File: src/rtl/seq_multiplier_nbyn_pkg.sv
// Shared definitions for the sequential N x N shift-add multiplier:
// controller state encoding and the counter-width helper.
package seq_multiplier_nbyn_pkg;

    typedef enum logic [1:0] {
        ST_IDLE = 2'd0,
        ST_RUN  = 2'd1,
        ST_DONE = 2'd2
    } state_t;

    // Bits needed to count 0..value-1, never less than one bit.
    function automatic int clog2(input int unsigned value);
        int result;
        result = 0;
        for (int i = 0; i < 32; i++) begin
            if ((32'd1 << i) < value) begin
                result = i + 1;
            end else begin
                result = result;
            end
        end
        if (result < 1) begin
            result = 1;
        end else begin
            result = result;
        end
        return result;
    endfunction

endpackage

File: src/rtl/seq_multiplier_nbyn_if.sv
// Operand/result handshake bundle between the operand source (master)
// and the sequential multiplier (slave).
interface seq_multiplier_nbyn_if #(
    parameter int WIDTH = 4
);
    logic                   start;
    logic                   is_signed;
    logic [WIDTH-1:0]       dataa;
    logic [WIDTH-1:0]       datab;
    logic                   busy;
    logic                   done;
    logic [2*WIDTH-1:0]     product;

    modport master (
        output start, is_signed, dataa, datab,
        input  busy, done, product
    );

    modport slave (
        input  start, is_signed, dataa, datab,
        output busy, done, product
    );
endinterface

File: src/rtl/seq_multiplier_nbyn_ctrl.sv
// Controller for the sequential multiplier: IDLE/RUN/DONE state machine
// and the iteration counter. busy/done are registered; load, shift_en and
// last are decoded strobes that steer the datapath in the top level.
module seq_multiplier_nbyn_ctrl
    import seq_multiplier_nbyn_pkg::*;
#(
    parameter int WIDTH = 4
) (
    input  logic clk,
    input  logic rst_n,
    input  logic start,
    output logic busy,
    output logic done,
    output logic load,
    output logic shift_en,
    output logic last
);

    localparam int CW = clog2(WIDTH);
    localparam logic [CW-1:0] LAST_CNT = CW'(WIDTH - 1);

    state_t         state_r;
    logic [CW-1:0]  cnt_r;
    logic           busy_r;
    logic           done_r;

    // Decode the datapath strobes from the current state and counter.
    always_comb begin
        load     = 1'b0;
        shift_en = 1'b0;
        last     = 1'b0;
        if (state_r == ST_RUN) begin
            shift_en = 1'b1;
            last     = (cnt_r == LAST_CNT);
        end else if ((state_r == ST_IDLE) || (state_r == ST_DONE)) begin
            load = start;
        end else begin
            load     = 1'b0;
            shift_en = 1'b0;
            last     = 1'b0;
        end
    end

    // State machine, iteration counter and registered busy/done flags.
    always_ff @(posedge clk or negedge rst_n) begin
        if (!rst_n) begin
            state_r <= ST_IDLE;
            cnt_r   <= '0;
            busy_r  <= 1'b0;
            done_r  <= 1'b0;
        end else begin
            case (state_r)
                ST_IDLE, ST_DONE: begin
                    done_r <= 1'b0;
                    cnt_r  <= '0;
                    if (start) begin
                        state_r <= ST_RUN;
                        busy_r  <= 1'b1;
                    end else begin
                        state_r <= ST_IDLE;
                        busy_r  <= 1'b0;
                    end
                end
                ST_RUN: begin
                    if (cnt_r == LAST_CNT) begin
                        state_r <= ST_DONE;
                        cnt_r   <= '0;
                        busy_r  <= 1'b0;
                        done_r  <= 1'b1;
                    end else begin
                        state_r <= ST_RUN;
                        cnt_r   <= cnt_r + CW'(1'b1);
                        busy_r  <= 1'b1;
                        done_r  <= 1'b0;
                    end
                end
                default: begin
                    state_r <= ST_IDLE;
                    cnt_r   <= '0;
                    busy_r  <= 1'b0;
                    done_r  <= 1'b0;
                end
            endcase
        end
    end

    assign busy = busy_r;
    assign done = done_r;

endmodule

File: src/rtl/seq_multiplier_nbyn.sv
// Sequential shift-add multiplier, WIDTH x WIDTH -> 2*WIDTH, one partial
// product per clock. Signed operands are multiplied as magnitudes and the
// sign is applied to the final product. Holds the operand registers, the
// 2*WIDTH+1 bit accumulator and the result register; sequencing lives in
// seq_multiplier_nbyn_ctrl.
module seq_multiplier_nbyn
    import seq_multiplier_nbyn_pkg::*;
#(
    parameter int WIDTH     = 4,
    parameter bit SIGNED_EN = 1'b1
) (
    input  logic                  clk,
    input  logic                  rst_n,
    seq_multiplier_nbyn_if.slave  bus
);

    localparam int PW = 2 * WIDTH;

    // Magnitude of a WIDTH-bit value; the most negative value maps to
    // 2^(WIDTH-1), which still fits as an unsigned WIDTH-bit number.
    function automatic logic [WIDTH-1:0] abs_val(input logic [WIDTH-1:0] v,
                                                 input logic sgn);
        logic [WIDTH-1:0] r;
        if (sgn && v[WIDTH-1]) begin
            r = ~v + WIDTH'(1'b1);
        end else begin
            r = v;
        end
        return r;
    endfunction

    logic               load_s;
    logic               shift_en_s;
    logic               last_s;
    logic               busy_s;
    logic               done_s;

    logic [WIDTH-1:0]   mag_a_s;
    logic [WIDTH-1:0]   mag_b_s;
    logic               neg_s;

    logic [WIDTH-1:0]   mcand_r;
    logic [WIDTH-1:0]   mplier_r;
    logic               neg_r;
    logic [PW:0]        acc_r;
    logic [PW-1:0]      product_r;

    logic [WIDTH:0]     sum_s;
    logic [PW:0]        acc_next_s;
    logic [PW-1:0]      result_s;

    seq_multiplier_nbyn_ctrl #(
        .WIDTH    (WIDTH)
    ) u_ctrl (
        .clk      (clk),
        .rst_n    (rst_n),
        .start    (bus.start),
        .busy     (busy_s),
        .done     (done_s),
        .load     (load_s),
        .shift_en (shift_en_s),
        .last     (last_s)
    );

    if (SIGNED_EN) begin : g_sign
        // Operand conditioning: magnitudes and result sign in signed mode.
        always_comb begin
            mag_a_s = abs_val(bus.dataa, bus.is_signed);
            mag_b_s = abs_val(bus.datab, bus.is_signed);
            neg_s   = bus.is_signed & (bus.dataa[WIDTH-1] ^ bus.datab[WIDTH-1]);
        end
    end else begin : g_nosign
        logic unused_sign_s;
        // Unsigned-only build: operands pass straight through, mode ignored.
        always_comb begin
            mag_a_s       = bus.dataa;
            mag_b_s       = bus.datab;
            neg_s         = 1'b0;
            unused_sign_s = bus.is_signed;
        end
    end

    // One shift-add step: conditionally add the multiplicand into the upper
    // half (keeping the carry), then shift the whole accumulator right.
    always_comb begin
        sum_s = {1'b0, acc_r[PW-1:WIDTH]} + {1'b0, mcand_r};
        if (mplier_r[0]) begin
            acc_next_s = {1'b0, sum_s, acc_r[WIDTH-1:1]};
        end else begin
            acc_next_s = {1'b0, acc_r[PW:1]};
        end
        if (neg_r) begin
            result_s = ~acc_next_s[PW-1:0] + PW'(1'b1);
        end else begin
            result_s = acc_next_s[PW-1:0];
        end
    end

    // Operand capture on accept, accumulate while running, result on last step.
    always_ff @(posedge clk or negedge rst_n) begin
        if (!rst_n) begin
            mcand_r   <= '0;
            mplier_r  <= '0;
            neg_r     <= 1'b0;
            acc_r     <= '0;
            product_r <= '0;
        end else if (load_s) begin
            mcand_r   <= mag_a_s;
            mplier_r  <= mag_b_s;
            neg_r     <= neg_s;
            acc_r     <= '0;
        end else if (shift_en_s) begin
            acc_r    <= acc_next_s;
            mplier_r <= {1'b0, mplier_r[WIDTH-1:1]};
            if (last_s) begin
                product_r <= result_s;
            end else begin
                product_r <= product_r;
            end
        end else begin
            acc_r     <= acc_r;
            product_r <= product_r;
        end
    end

    assign bus.busy    = busy_s;
    assign bus.done    = done_s;
    assign bus.product = product_r;

endmodule

File: src/flat_wrapper.sv
// flat-port wrapper written by rule: the top's interface ports become plain ports
module seq_multiplier_nbyn_flat import seq_multiplier_nbyn_pkg::*;
#(
    parameter int WIDTH     = 4,
    parameter bit SIGNED_EN = 1'b1
)
  (clk, rst_n, bus_start, bus_is_signed, bus_dataa, bus_datab, bus_busy, bus_done, bus_product);
  seq_multiplier_nbyn_if #(.WIDTH(WIDTH)) bus_i ();
  input  logic clk;
  input  logic rst_n;
  input wire logic [$bits(bus_i.start)-1:0] bus_start;
  input wire logic [$bits(bus_i.is_signed)-1:0] bus_is_signed;
  input wire logic [$bits(bus_i.dataa)-1:0] bus_dataa;
  input wire logic [$bits(bus_i.datab)-1:0] bus_datab;
  output wire logic [$bits(bus_i.busy)-1:0] bus_busy;
  output wire logic [$bits(bus_i.done)-1:0] bus_done;
  output wire logic [$bits(bus_i.product)-1:0] bus_product;
  assign bus_i.start = bus_start;
  assign bus_i.is_signed = bus_is_signed;
  assign bus_i.dataa = bus_dataa;
  assign bus_i.datab = bus_datab;
  assign bus_busy = bus_i.busy;
  assign bus_done = bus_i.done;
  assign bus_product = bus_i.product;
  seq_multiplier_nbyn #(.WIDTH(WIDTH), .SIGNED_EN(SIGNED_EN)) u_core (.clk(clk), .rst_n(rst_n), .bus(bus_i));
endmodule
File: config.mk
export PLATFORM = sky130hd
export DESIGN_NAME = seq_multiplier_nbyn_flat
export DESIGN_NICKNAME = d
export VERILOG_FILES = /design/src/rtl/seq_multiplier_nbyn_pkg.sv /design/src/rtl/seq_multiplier_nbyn_if.sv /design/src/rtl/seq_multiplier_nbyn_ctrl.sv /design/src/rtl/seq_multiplier_nbyn.sv /design/src/flat_wrapper.sv
export SDC_FILE = /design/constraint.sdc
export NUM_CORES = 1
export LEC_CHECK = 0
export CORE_UTILIZATION = 30
export DETAILED_ROUTE_END_ITERATION = 10
export GPL_TIMING_DRIVEN = 1
export PLACE_DENSITY_LB_ADDON = 0.08
export SYNTH_ARGS = -nofsm -noshare
export SYNTH_HDL_FRONTEND = slang
export SYNTH_SLANG_ARGS = --single-unit
File: constraint.sdc
create_clock -name clk -period 4 [get_ports clk]
set_input_delay 1.2 -clock clk [delete_from_list [all_inputs] [get_ports clk]]
set_output_delay 1.2 -clock clk [all_outputs]
set_load 0.02 [all_outputs]
# Word level (Yosys, flattened, before mapping)
# Index checks and enable logic that the tools add are counted.
# word_totals
wordCells,52
regBits,32
out_inout_bits,10
inputBits,12
# op_classes
reduce_logical,7
eq_ne,3
muxes,22
n_bitwise,6
n_addsub,5
# op_table
op,n
9-bit two-way mux,2
4-bit two-way mux,4
8-bit two-way mux,2
1-bit two-way mux,9
"4-bit by 1-bit adder with 4-bit output, second input constant",2
"8-bit by 1-bit adder with 8-bit output, second input constant",1
4-bit inverter,2
8-bit inverter,1
2-bit two-way mux,3
4-bit by 4-bit adder with 5-bit output,1
"2-bit equality test, second input constant",2
2-bit one-hot mux with 2 select lines,1
3-bit AND reduction,1
"2-bit by 1-bit adder with 2-bit output, second input constant",1
"2-bit by 1-bit equality test with 1-bit output, second input constant",1
1-bit logical AND,2
2-bit logical NOT,1
1-bit one-hot mux with 2 select lines,1
2-bit nonzero test,1
2-bit OR reduction,1
1-bit AND,1
1-bit logical OR,1
1-bit inverter,1
1-bit bitwise XOR,1

# Longest topological paths before layout
# Gate-level depths: netlist of the first run.
# depth
word_depth,6
ltp_mapped,8
ltp_nobuf,8

# Cells and area by module
# A second synthesis of the first run with hierarchy kept.
# hier_totals
hier_cells,158
area_unflattened_um2,1576.5
# by_module_without_submodules
module,seq_area_each_um2,cells_each,area_each_um2,n_inst
seq_multiplier_nbyn,600.6,146,1412.6,1
seq_multiplier_nbyn_ctrl,100.1,12,163.9,1

# Worst setup path after synthesis of the first run
# No wires, ideal clock.
# synth_timing
path_type,reg2reg
from,register u_core.acc_r[4]
to,"register u_core.product_r[7], in the netlist u_core.bus.product[7]"
stages_incl_launch_ff,8
setup_slack_ns,2.082
setup_ns,0.077
arrival_ns,1.841
required_time_ns,3.923
n_path_buf,0
period_less_slack_ns,1.918
path_cell_list,dfrtp_1 > ha_1 > fa_1 > mux2i_2 > and3_1 > a31oi_1 > xor2_1 > o21ai_1
# synth_via
elab_chain_cells,5
# synth_lines
element,line_no,source
start: declaration,seq_multiplier_nbyn.sv:45,logic [PW:0] acc_r;
start signal: assignment,seq_multiplier_nbyn.sv:113,acc_r <= acc_next_s;
start signal: assignment,seq_multiplier_nbyn.sv:121,acc_r <= acc_r;
4-bit by 4-bit adder with 5-bit output,seq_multiplier_nbyn.sv:86,"sum_s = {1'b0, acc_r[PW-1:WIDTH]} + {1'b0, mcand_r};"
8-bit two-way mux *,seq_multiplier_nbyn.sv:87,if (mplier_r[0]) begin
8-bit inverter,seq_multiplier_nbyn.sv:93,result_s = ~acc_next_s[PW-1:0] + PW'(1'b1);
8-bit by 1-bit adder with 8-bit output,seq_multiplier_nbyn.sv:93,
8-bit two-way mux *,seq_multiplier_nbyn.sv:92,if (neg_r) begin
end signal: assignment,seq_multiplier_nbyn.sv:116,product_r <= result_s;
end signal: assignment,seq_multiplier_nbyn.sv:118,product_r <= product_r;
end signal: assignment,seq_multiplier_nbyn.sv:122,product_r <= product_r;
end: declaration,seq_multiplier_nbyn.sv:46,logic [PW-1:0] product_r;
# Mark *: on every way between the ends. The rest lies on a longest branch, timed or not.
# A chain may end at the register's enable or synchronous reset.

==> impl_metrics.json, run 1 <==
{
  "critPathRequiredTime_ns": 2.80,
  "synth.most_common_cell": "nand2_1",
  "grt_max_degree": 30,
  "critPathTopFamily": "buffers and inverters",
  "dp_hpwl_um": 2190,
  "numCtsBuffers": 5,
  "synthArstFlopShare_pct": 100,
  "grt_pass1_wl_um": 5200,
  "antenna_found_initial": 0,
  "cts_tree": "yes",
  "place_ws_ns": 1.28,
  "multi_input_area_um2": 772,
  "setup_violations": 0,
  "synth_cells": 167,
  "drive_gt1_share_pct": 5.76,
  "period_share_pct": 67.8,
  "cts.clk_slew.worst_paths_ns": 0.06,
  "crit_path_start_kind": "register",
  "die_w_um": 74.3,
  "core-area_um2": 4880,
  "worst_slew_pin_slew_ns": 0.470,
  "areaGrowthSynthToFinish_pct": 22.9,
  "register_area_um2": 726,
  "syn_avg_cell_area_um2": 9.39,
  "synth-edff-count": 0,
  "cts_resized": 0,
  "placed_area_um2": 1840,
  "rsz0062_at_grt": "false",
  "p_leak_uw": 0.000867,
  "ant_nets": 0,
  "total_power_uw": 1420,
  "max_freq_ghz": 0.369,
  "critPathCaptureType": "output pin",
  "path_buf_inv": 1,
  "fin_skew_ns": 0.00375,
  "synth_common_cells": "32 x nand2_1, 29 x dfrtp_1, 23 x o21ai_0",
  "path_max_fanout": 13,
  "grt_pass1_vias": 1122,
  "grt_usage_pct": 12.7,
  "tns_ns": 0,
  "detail_route.wl_per_cell_um": 11.3,
  "hold_buffers": 0,
  "post_cts_buffers": 0,
  "initial_core_util_pct": 32.1,
  "slowest_delay_ns": 0.68,
  "ys_ff_latch": 29,
  "hold_path_class": "reg2reg",
  "cp.arrival_ns": 1.51,
  "yosys-top-cells-area": "dfrtp_1 46%, nand2_1 7.7%, o21ai_0 7.3%, ha_1 6.4%, xnor2_1 2.8%",
  "final.min_clock_period_ns": 2.71,
  "synthDistinctLibCells": 32,
  "vias": 1177,
  "maxSlewViolCount": 0,
  "clk_latency_ns": 0.28,
  "yosysWarnings": 0,
  "grt_overflow": 0,
  "hold_depth": 1,
  "num-fill-cells": 538,
  "cts_buffer_depth": 2,
  "r2r_setup_slack_ns": 1.91,
  "cp.depth": 1,
  "drc": 0,
  "ir_worst_vdd_mv": 0.208,
  "synth_top_cell_by_area": "dfrtp_1",
  "gp_congestion": 0.716,
  "firstDrtPassIters": 4,
  "cellPowerDensity_nw_per_um2": 736,
  "rows": 25,
  "nets": 212,
  "io_buffers": 21,
  "syn_area_um2": 1570,
  "syn_nets": 188,
  "maxCapViolCount": 0,
  "h-tree-depth": 2,
  "wl_um": 2920,
  "final_cell_area_um2": 1930,
  "setup_ws_ns": 1.29,
  "critPathKind": "reg2out",
  "synthFlopType": "dfrtp_1",
  "status": "finished clean",
  "worstPathCellList": "clkdlybuf4s50_1",
  "die_h_um": 74.3,
  "post-route-util_pct": 39.5,
  "critPathSlowestCell": "clkdlybuf4s50_1",
  "reg2regPathDepth": 7,
  "ios": 22,
  "slew-limit-headroom_pct": 68.6,
  "drt_iter0_drc": 31,
  "clkSinkCount": 29,
  "dieArea_um2": 5520,
  "hold_violations": 0,
  "cts_root_buf": "clkbuf_8",
  "synth_top_area_share_pct": 46.3,
  "antenna_cells": 0,
  "ys_seq_area_share_pct": 46.3,
  "vias_per_cell": 4.56
}
final cells by class:
| type | count | area share (%) |
|---|---|---|
| well taps | 67 | 4.35 |
| multi-input cells | 122 | 40.1 |
| flip-flops and latches | 29 | 37.7 |
| inverters | 11 | 2.14 |
| clock buffers | 7 | 4.48 |
| repair buffers | 22 | 11.3 |
placed cells by master (no fill, tap or decap), types with 3 or more instances in the layout:
| cell | count |
|---|---|
| a21oi_1 | 3 |
| a31oi_1 | 4 |
| clkbuf_8 | 6 |
| clkdlybuf4s50_1 | 21 |
| dfrtp_1 | 29 |
| ha_1 | 8 |
| inv_1 | 11 |
| mux2i_1 | 4 |
| nand2_1 | 32 |
| nand2b_1 | 3 |
| nand3_1 | 3 |
| nor2_1 | 6 |
| nor2b_1 | 4 |
| nor3_1 | 3 |
| o21ai_0 | 23 |
| xnor2_1 | 5 |
| xor2_1 | 5 |
cells by family after synthesis:
kind of cell	count (synthesis)	share of synthesized area, %
AOI/OAI and AO/OA	38	13.6
muxes	7	4.87
and+or+nand+nor	58	17.5
buffers and inverters	16	4.47
adders and majority gates	9	7.66
xor gates and xnor gates	10	5.59
DFF	29	46.3
report_power, final:
group / switching (uW) / internal (uW)
logic: 336 / 308
registers: 118 / 415
clock network: 104 / 136
routing by layer:
metal  share of wire (%)  global-route usage, %  wire [um]
met1                  49                   15.7       1420
met2                  45                   20.3       1310
met3                 4.8                   4.88        140
met4                 1.6                   4.40         46
met5                   0                      0          0
stage by stage:
stage,hold slack (ns),cells
floorplan,0.415,167
global placement,0.430,251
detailed placement,0.438,251
CTS,0.446,258
global route,0.485,258
finish,0.448,258
sequential cells by signal, indices dropped and copies added (netlist names):
register	flops
u_core.mplier_r	4
u_core.bus.product	8
u_core.neg_r	1
u_core.mcand_r	4
u_core.u_ctrl.done	1
u_core.acc_r	7
u_core.u_ctrl.state_r	2
u_core.u_ctrl.cnt_r	2
path summary, 6_finish.rpt:
check	start	to
max in group asynchronous	rst_n	u_core.acc_r[4]
worst min register to register	u_core.u_ctrl.cnt_r[0]	u_core.u_ctrl.cnt_r[0]
worst max register to register	u_core.acc_r[4]	u_core.bus.product[7]
min in group asynchronous	rst_n	u_core.u_ctrl.done
worst min-delay path	u_core.u_ctrl.cnt_r[0]	u_core.u_ctrl.cnt_r[0]
worst max-delay path	u_core.u_ctrl.state_r[0]	bus_busy
No activity file was read; power rests on OpenSTA's default activity.
==> run 2, diff against run 1 <==
==> constraint.sdc (replaced) <==
create_clock -name clk -period 2.8 [get_ports clk]
set_input_delay 0.84 -clock clk [delete_from_list [all_inputs] [get_ports clk]]
set_output_delay 0.84 -clock clk [all_outputs]
set_load 0.02 [all_outputs]
==> impl_metrics.json, run 2 (synthesized netlist as in run 1, its figures left out) <==
{
  "hold_violations": 0,
  "ios": 22,
  "die_h_um": 74.3,
  "swShare_pct": 39.8,
  "largest_reg_flops": 8,
  "grt_overflow": 0,
  "power_frac_clock_pct": 16.2,
  "use_met2_pct": 22.8,
  "antenna_found_initial": 0,
  "cts_root_buf": "clkbuf_8",
  "final.min_clock_period_ns": 2.35,
  "grt_max_degree": 30,
  "drive_gt1_share_pct": 6.74,
  "h-tree-depth": 2,
  "dieArea_um2": 5520,
  "grt_usage_pct": 13.1,
  "place_ws_ns": 0.601,
  "path_max_fanout": 13,
  "path_buf_inv": 1,
  "critPathTopFamily": "buffers and inverters",
  "cp.arrival_ns": 1.51,
  "p_leak_uw": 0.000872,
  "post-route-util_pct": 39.6,
  "critPathRequiredTime_ns": 1.96,
  "post_cts_buffers": 0,
  "rsz0062_at_grt": "false",
  "drc": 0,
  "grt_pass1_wl_um": 5380,
  "wl_um": 2940,
  "ant_nets": 0,
  "die_w_um": 74.3,
  "dp_hpwl_um": 2240,
  "firstDrtPassIters": 4,
  "fin_skew_ns": 0.00757,
  "worst_slew_pin_slew_ns": 0.467,
  "vias": 1197,
  "cts.clk_slew.worst_paths_ns": 0.06,
  "antenna_cells": 0,
  "io_buffers": 21,
  "tns_ns": 0,
  "num-fill-cells": 508,
  "drt_iter0_drc": 43,
  "cts_resized": 0,
  "cp.depth": 1,
  "cts_tree": "yes",
  "final_cell_mix": "32 x nand2_1, 29 x dfrtp_1, 23 x o21ai_0",
  "setup_ws_ns": 0.447,
  "slew-limit-headroom_pct": 68.8,
  "vias_per_cell": 4.60,
  "hold_path_class": "reg2reg",
  "seqPwrFrac_pct": 37.9,
  "total_power_uw": 2010,
  "period_share_pct": 84.1,
  "whs_ns": 0.444,
  "grt_pass1_vias": 1200,
  "rows": 25,
  "crit_path_start_kind": "register",
  "initial_core_util_pct": 32.1,
  "grtUsageMet1_pct": 14.8,
  "core-area_um2": 4880,
  "clk_latency_ns": 0.28,
  "power_switching_uw": 801,
  "worstPathCellList": "clkdlybuf4s50_1",
  "critPathSlowestCell": "clkdlybuf4s50_1",
  "p_comb_share_pct": 45.9,
  "setup_violations": 0,
  "detail_route.wl_per_cell_um": 11.3,
  "status": "finished clean",
  "final_common_cell": "nand2_1",
  "grtUsageMet3_pct": 4.07,
  "maxSlewViolCount": 0,
  "maxCapViolCount": 0,
  "numCtsBuffers": 5,
  "critPathKind": "reg2out",
  "areaGrowthSynthToFinish_pct": 23.1,
  "max_freq_ghz": 0.425,
  "ir_worst_vdd_mv": 0.233,
  "clkSinkCount": 29,
  "gp_congestion": 0.715,
  "hold_buffers": 0,
  "reg2regPathDepth": 8,
  "hold_depth": 1,
  "cellPowerDensity_nw_per_um2": 1040,
  "critPathCaptureType": "output pin",
  "p_int_uw": 1210,
  "cts_buffer_depth": 2,
  "nets": 213,
  "gr-max-usage-layer": "met2",
  "slowest_delay_ns": 0.68
}
==> run 2: cell types whose count changed in the layout (fill, tap and decap cells not counted), sizes merged <==
cell | before | now
clkinv | 0 | 2
buf | 1 | 2
clkbuf | 7 | 6
==> run 2: area by class of cell <==
cell class | count | area [um^2] | area share (%)
inverter | 11 | 41.3 | 2.14
clock buffer | 6 | 72.6 | 3.76
sequential | 29 | 726 | 37.6
timing repair buffer | 23 | 225 | 11.7
clock inverter | 2 | 10.0 | 0.518
multi-input combinational | 122 | 772 | 40.0
tap | 67 | 83.8 | 4.34
==> run 2: final timing paths <==
| path | from | endpoint | slack, ns |
|---|---|---|---|
| min in group asynchronous | rst_n | u_core.acc_r[4] | 0.94 |
| max | u_core.u_ctrl.state_r[0] | bus_busy | 0.45 |
| max in group asynchronous | rst_n | u_core.u_ctrl.state_r[0] | 1.58 |
| min | u_core.u_ctrl.cnt_r[0] | u_core.u_ctrl.cnt_r[0] | 0.44 |
| min reg2reg | u_core.u_ctrl.cnt_r[0] | u_core.u_ctrl.cnt_r[0] | 0.44 |
| max reg2reg | u_core.acc_r[4] | u_core.bus.product[6] | 0.71 |
==> run 2: metrics by stage <==
stage | std cells | cell area (um^2)
finish | 260 | 1930
global route | 260 | 1930
CTS | 260 | 1930
detailed placement | 252 | 1850
global placement | 252 | 1850
floorplan | 167 | 1570
==> run 2: power groups by stage <==
stage          clock network (uW)  logic (uW)  registers [uW]
2_1_floorplan                   0         646             777
3_3_place_gp                    0         927             767
3_5_place_dp                    0         942             772
4_1_cts                       344         943             765
5_1_grt                       360        1070             794
6_report                      325         922             762
==> run 2: per-layer routing <==
layer | up-vias | part of all wire (%)
met5 | - | 0
met4 | 0 | 2.1
met3 | 6 | 3.7
met2 | 23 | 48
met1 | 543 | 46
li1 | 625 | -
==> run 3, diff against run 2 <==
==> constraint.sdc (replaced) <==
create_clock -name clk -period 2.2 [get_ports clk]
set_input_delay 0.66 -clock clk [delete_from_list [all_inputs] [get_ports clk]]
set_output_delay 0.66 -clock clk [all_outputs]
set_load 0.02 [all_outputs]
==> impl_metrics.json, run 3 (synthesized netlist as in run 1, its figures left out) <==
{
  "status": "finished clean",
  "drive_gt1_share_pct": 8.67,
  "drc": 0,
  "p_int_uw": 1640,
  "h-tree-depth": 2,
  "final_cell_mix": "32 x nand2_1, 29 x dfrtp_1, 23 x o21ai_0",
  "grt_pass1_vias": 1262,
  "maxCapViolCount": 0,
  "detail_route.wl_per_cell_um": 12.3,
  "hold_violations": 0,
  "vias_per_cell": 4.64,
  "grt_usage_pct": 13.9,
  "clkSinkCount": 29,
  "cts_root_buf": "clkbuf_8",
  "final.min_clock_period_ns": 2.02,
  "antenna_cells": 0,
  "reg2reg_to": "u_core.bus.product[6]",
  "firstDrtPassIters": 4,
  "power_switching_uw": 1070,
  "rsz0062_at_grt": "false",
  "antenna_found_initial": 0,
  "setup_violations": 0,
  "final_common_cell": "nand2_1",
  "wl_um": 3230,
  "path_max_fanout": 4,
  "ant_nets": 0,
  "numCtsBuffers": 5,
  "power_frac_clock_pct": 18.0,
  "swShare_pct": 39.4,
  "gp_congestion": 0.759,
  "worstHoldStart": "u_core.u_ctrl.cnt_r[0]",
  "grt_overflow": 0,
  "rows": 25,
  "cts_resized": 0,
  "cts_tree": "yes",
  "whs_ns": 0.448,
  "holdPathEnd": "u_core.u_ctrl.cnt_r[0]",
  "critPathRequiredTime_ns": 2.40,
  "dp_hpwl_um": 2420,
  "reg2regPathDepth": 8,
  "post_cts_buffers": 0,
  "worst_slew_pin_slew_ns": 0.478,
  "vias": 1220,
  "p_comb_share_pct": 46.7,
  "io_buffers": 21,
  "cellPowerDensity_nw_per_um2": 1370,
  "ios": 22,
  "cts_buffer_depth": 2,
  "grt_pass1_wl_um": 5790,
  "r2r_setup_slack_ns": 0.18,
  "hold_path_class": "reg2reg",
  "slew-limit-headroom_pct": 68.1,
  "seqPwrFrac_pct": 35.3,
  "areaGrowthSynthToFinish_pct": 25.8,
  "nets": 216,
  "r2r_start": "u_core.acc_r[4]",
  "die_w_um": 74.3,
  "max_freq_ghz": 0.495,
  "critPathKind": "reg2reg",
  "grt_max_degree": 30,
  "drt_iter0_drc": 46,
  "tns_ns": 0,
  "hold_buffers": 0,
  "maxSlewViolCount": 0,
  "largest_reg_flops": 8,
  "fin_skew_ns": 0.00494,
  "clk_latency_ns": 0.28,
  "period_share_pct": 91.8,
  "num-fill-cells": 534,
  "p_leak_uw": 0.000895,
  "critPathCaptureType": "register",
  "ir_worst_vdd_mv": 0.378,
  "cp.arrival_ns": 2.22,
  "cts.clk_slew.worst_paths_ns": 0.06,
  "hold_depth": 1,
  "crit_path_start_kind": "register",
  "dieArea_um2": 5520,
  "die_h_um": 74.3,
  "initial_core_util_pct": 32.1,
  "core-area_um2": 4880
}
run 3: changes by cell type in the layout (fill, tap and decap cells not counted), sizes merged:
| cell | previous run | this run |
|---|---|---|
| buf | 2 | 5 |
| clkbuf | 6 | 7 |
| clkinv | 2 | 1 |
run 3: power groups by stage:
stage	Sequential (uW)	Clock [uW]	Combinational, uW
CTS	955	506	1290
global route	986	529	1440
detailed placement	964	0	1290
floorplan	989	0	823
finish	954	487	1260
global placement	949	0	1250
run 3: how the worst max path moves through the flow:
stage                               start                     to  slack [ns]  cells after the start
after floorplan           u_core.acc_r[4]  u_core.bus.product[7]        0.28                      7
after global placement    u_core.acc_r[4]  u_core.bus.product[6]        0.22                      8
after detailed placement  u_core.acc_r[4]  u_core.bus.product[6]        0.18                      8
after CTS                 u_core.acc_r[4]  u_core.bus.product[6]        0.16                      8
after global routing      u_core.acc_r[4]  u_core.bus.product[6]       0.002                      8
final                     u_core.acc_r[4]  u_core.bus.product[6]        0.18                      8
run 3: worst max-delay path, cell delays in order, from the launching register on:
cell and delay [ns]:
dfrtp_1 0.40, ha_1 0.24, fa_1 0.45, xnor2_1 0.16
nand2_1 0.06, o21ai_1 0.19, a31oi_1 0.14, xor2_1 0.16
o21ai_0 0.14
run 3: area by class of cell:
cell class / instances / area, um^2 / share of cell area (%)
Sequential cell: 29 / 726 / 36.8
Timing Repair Buffer: 26 / 248 / 12.6
Tap cell: 67 / 83.8 / 4.25
Inverter: 11 / 41.3 / 2.09
Clock buffer: 7 / 96.3 / 4.89
Clock inverter: 1 / 5.00 / 0.254
Multi-Input combinational cell: 122 / 772 / 39.1
run 3: per-stage QoR:
stage,std cells,utilization (%),setup WS [ns],power (uW),cell area [um^2]
global route,263,40.4,0.00176,2960,1970
CTS,263,40.4,0.157,2750,1970
global placement,255,38.3,0.217,2200,1870
floorplan,167,-,0.282,1810,1570
detailed placement,255,38.3,0.176,2250,1870
finish,263,40.4,0.179,2710,1970
run 3: routing by layer:
metal | vias up | GRT usage, % | share of wire [%]
met5 | - | 0 | 0
met4 | 0 | 5.24 | 1.7
met3 | 6 | 4.61 | 5.2
met2 | 28 | 22.9 | 47
met1 | 567 | 16.9 | 46
li1 | 619 | - | -
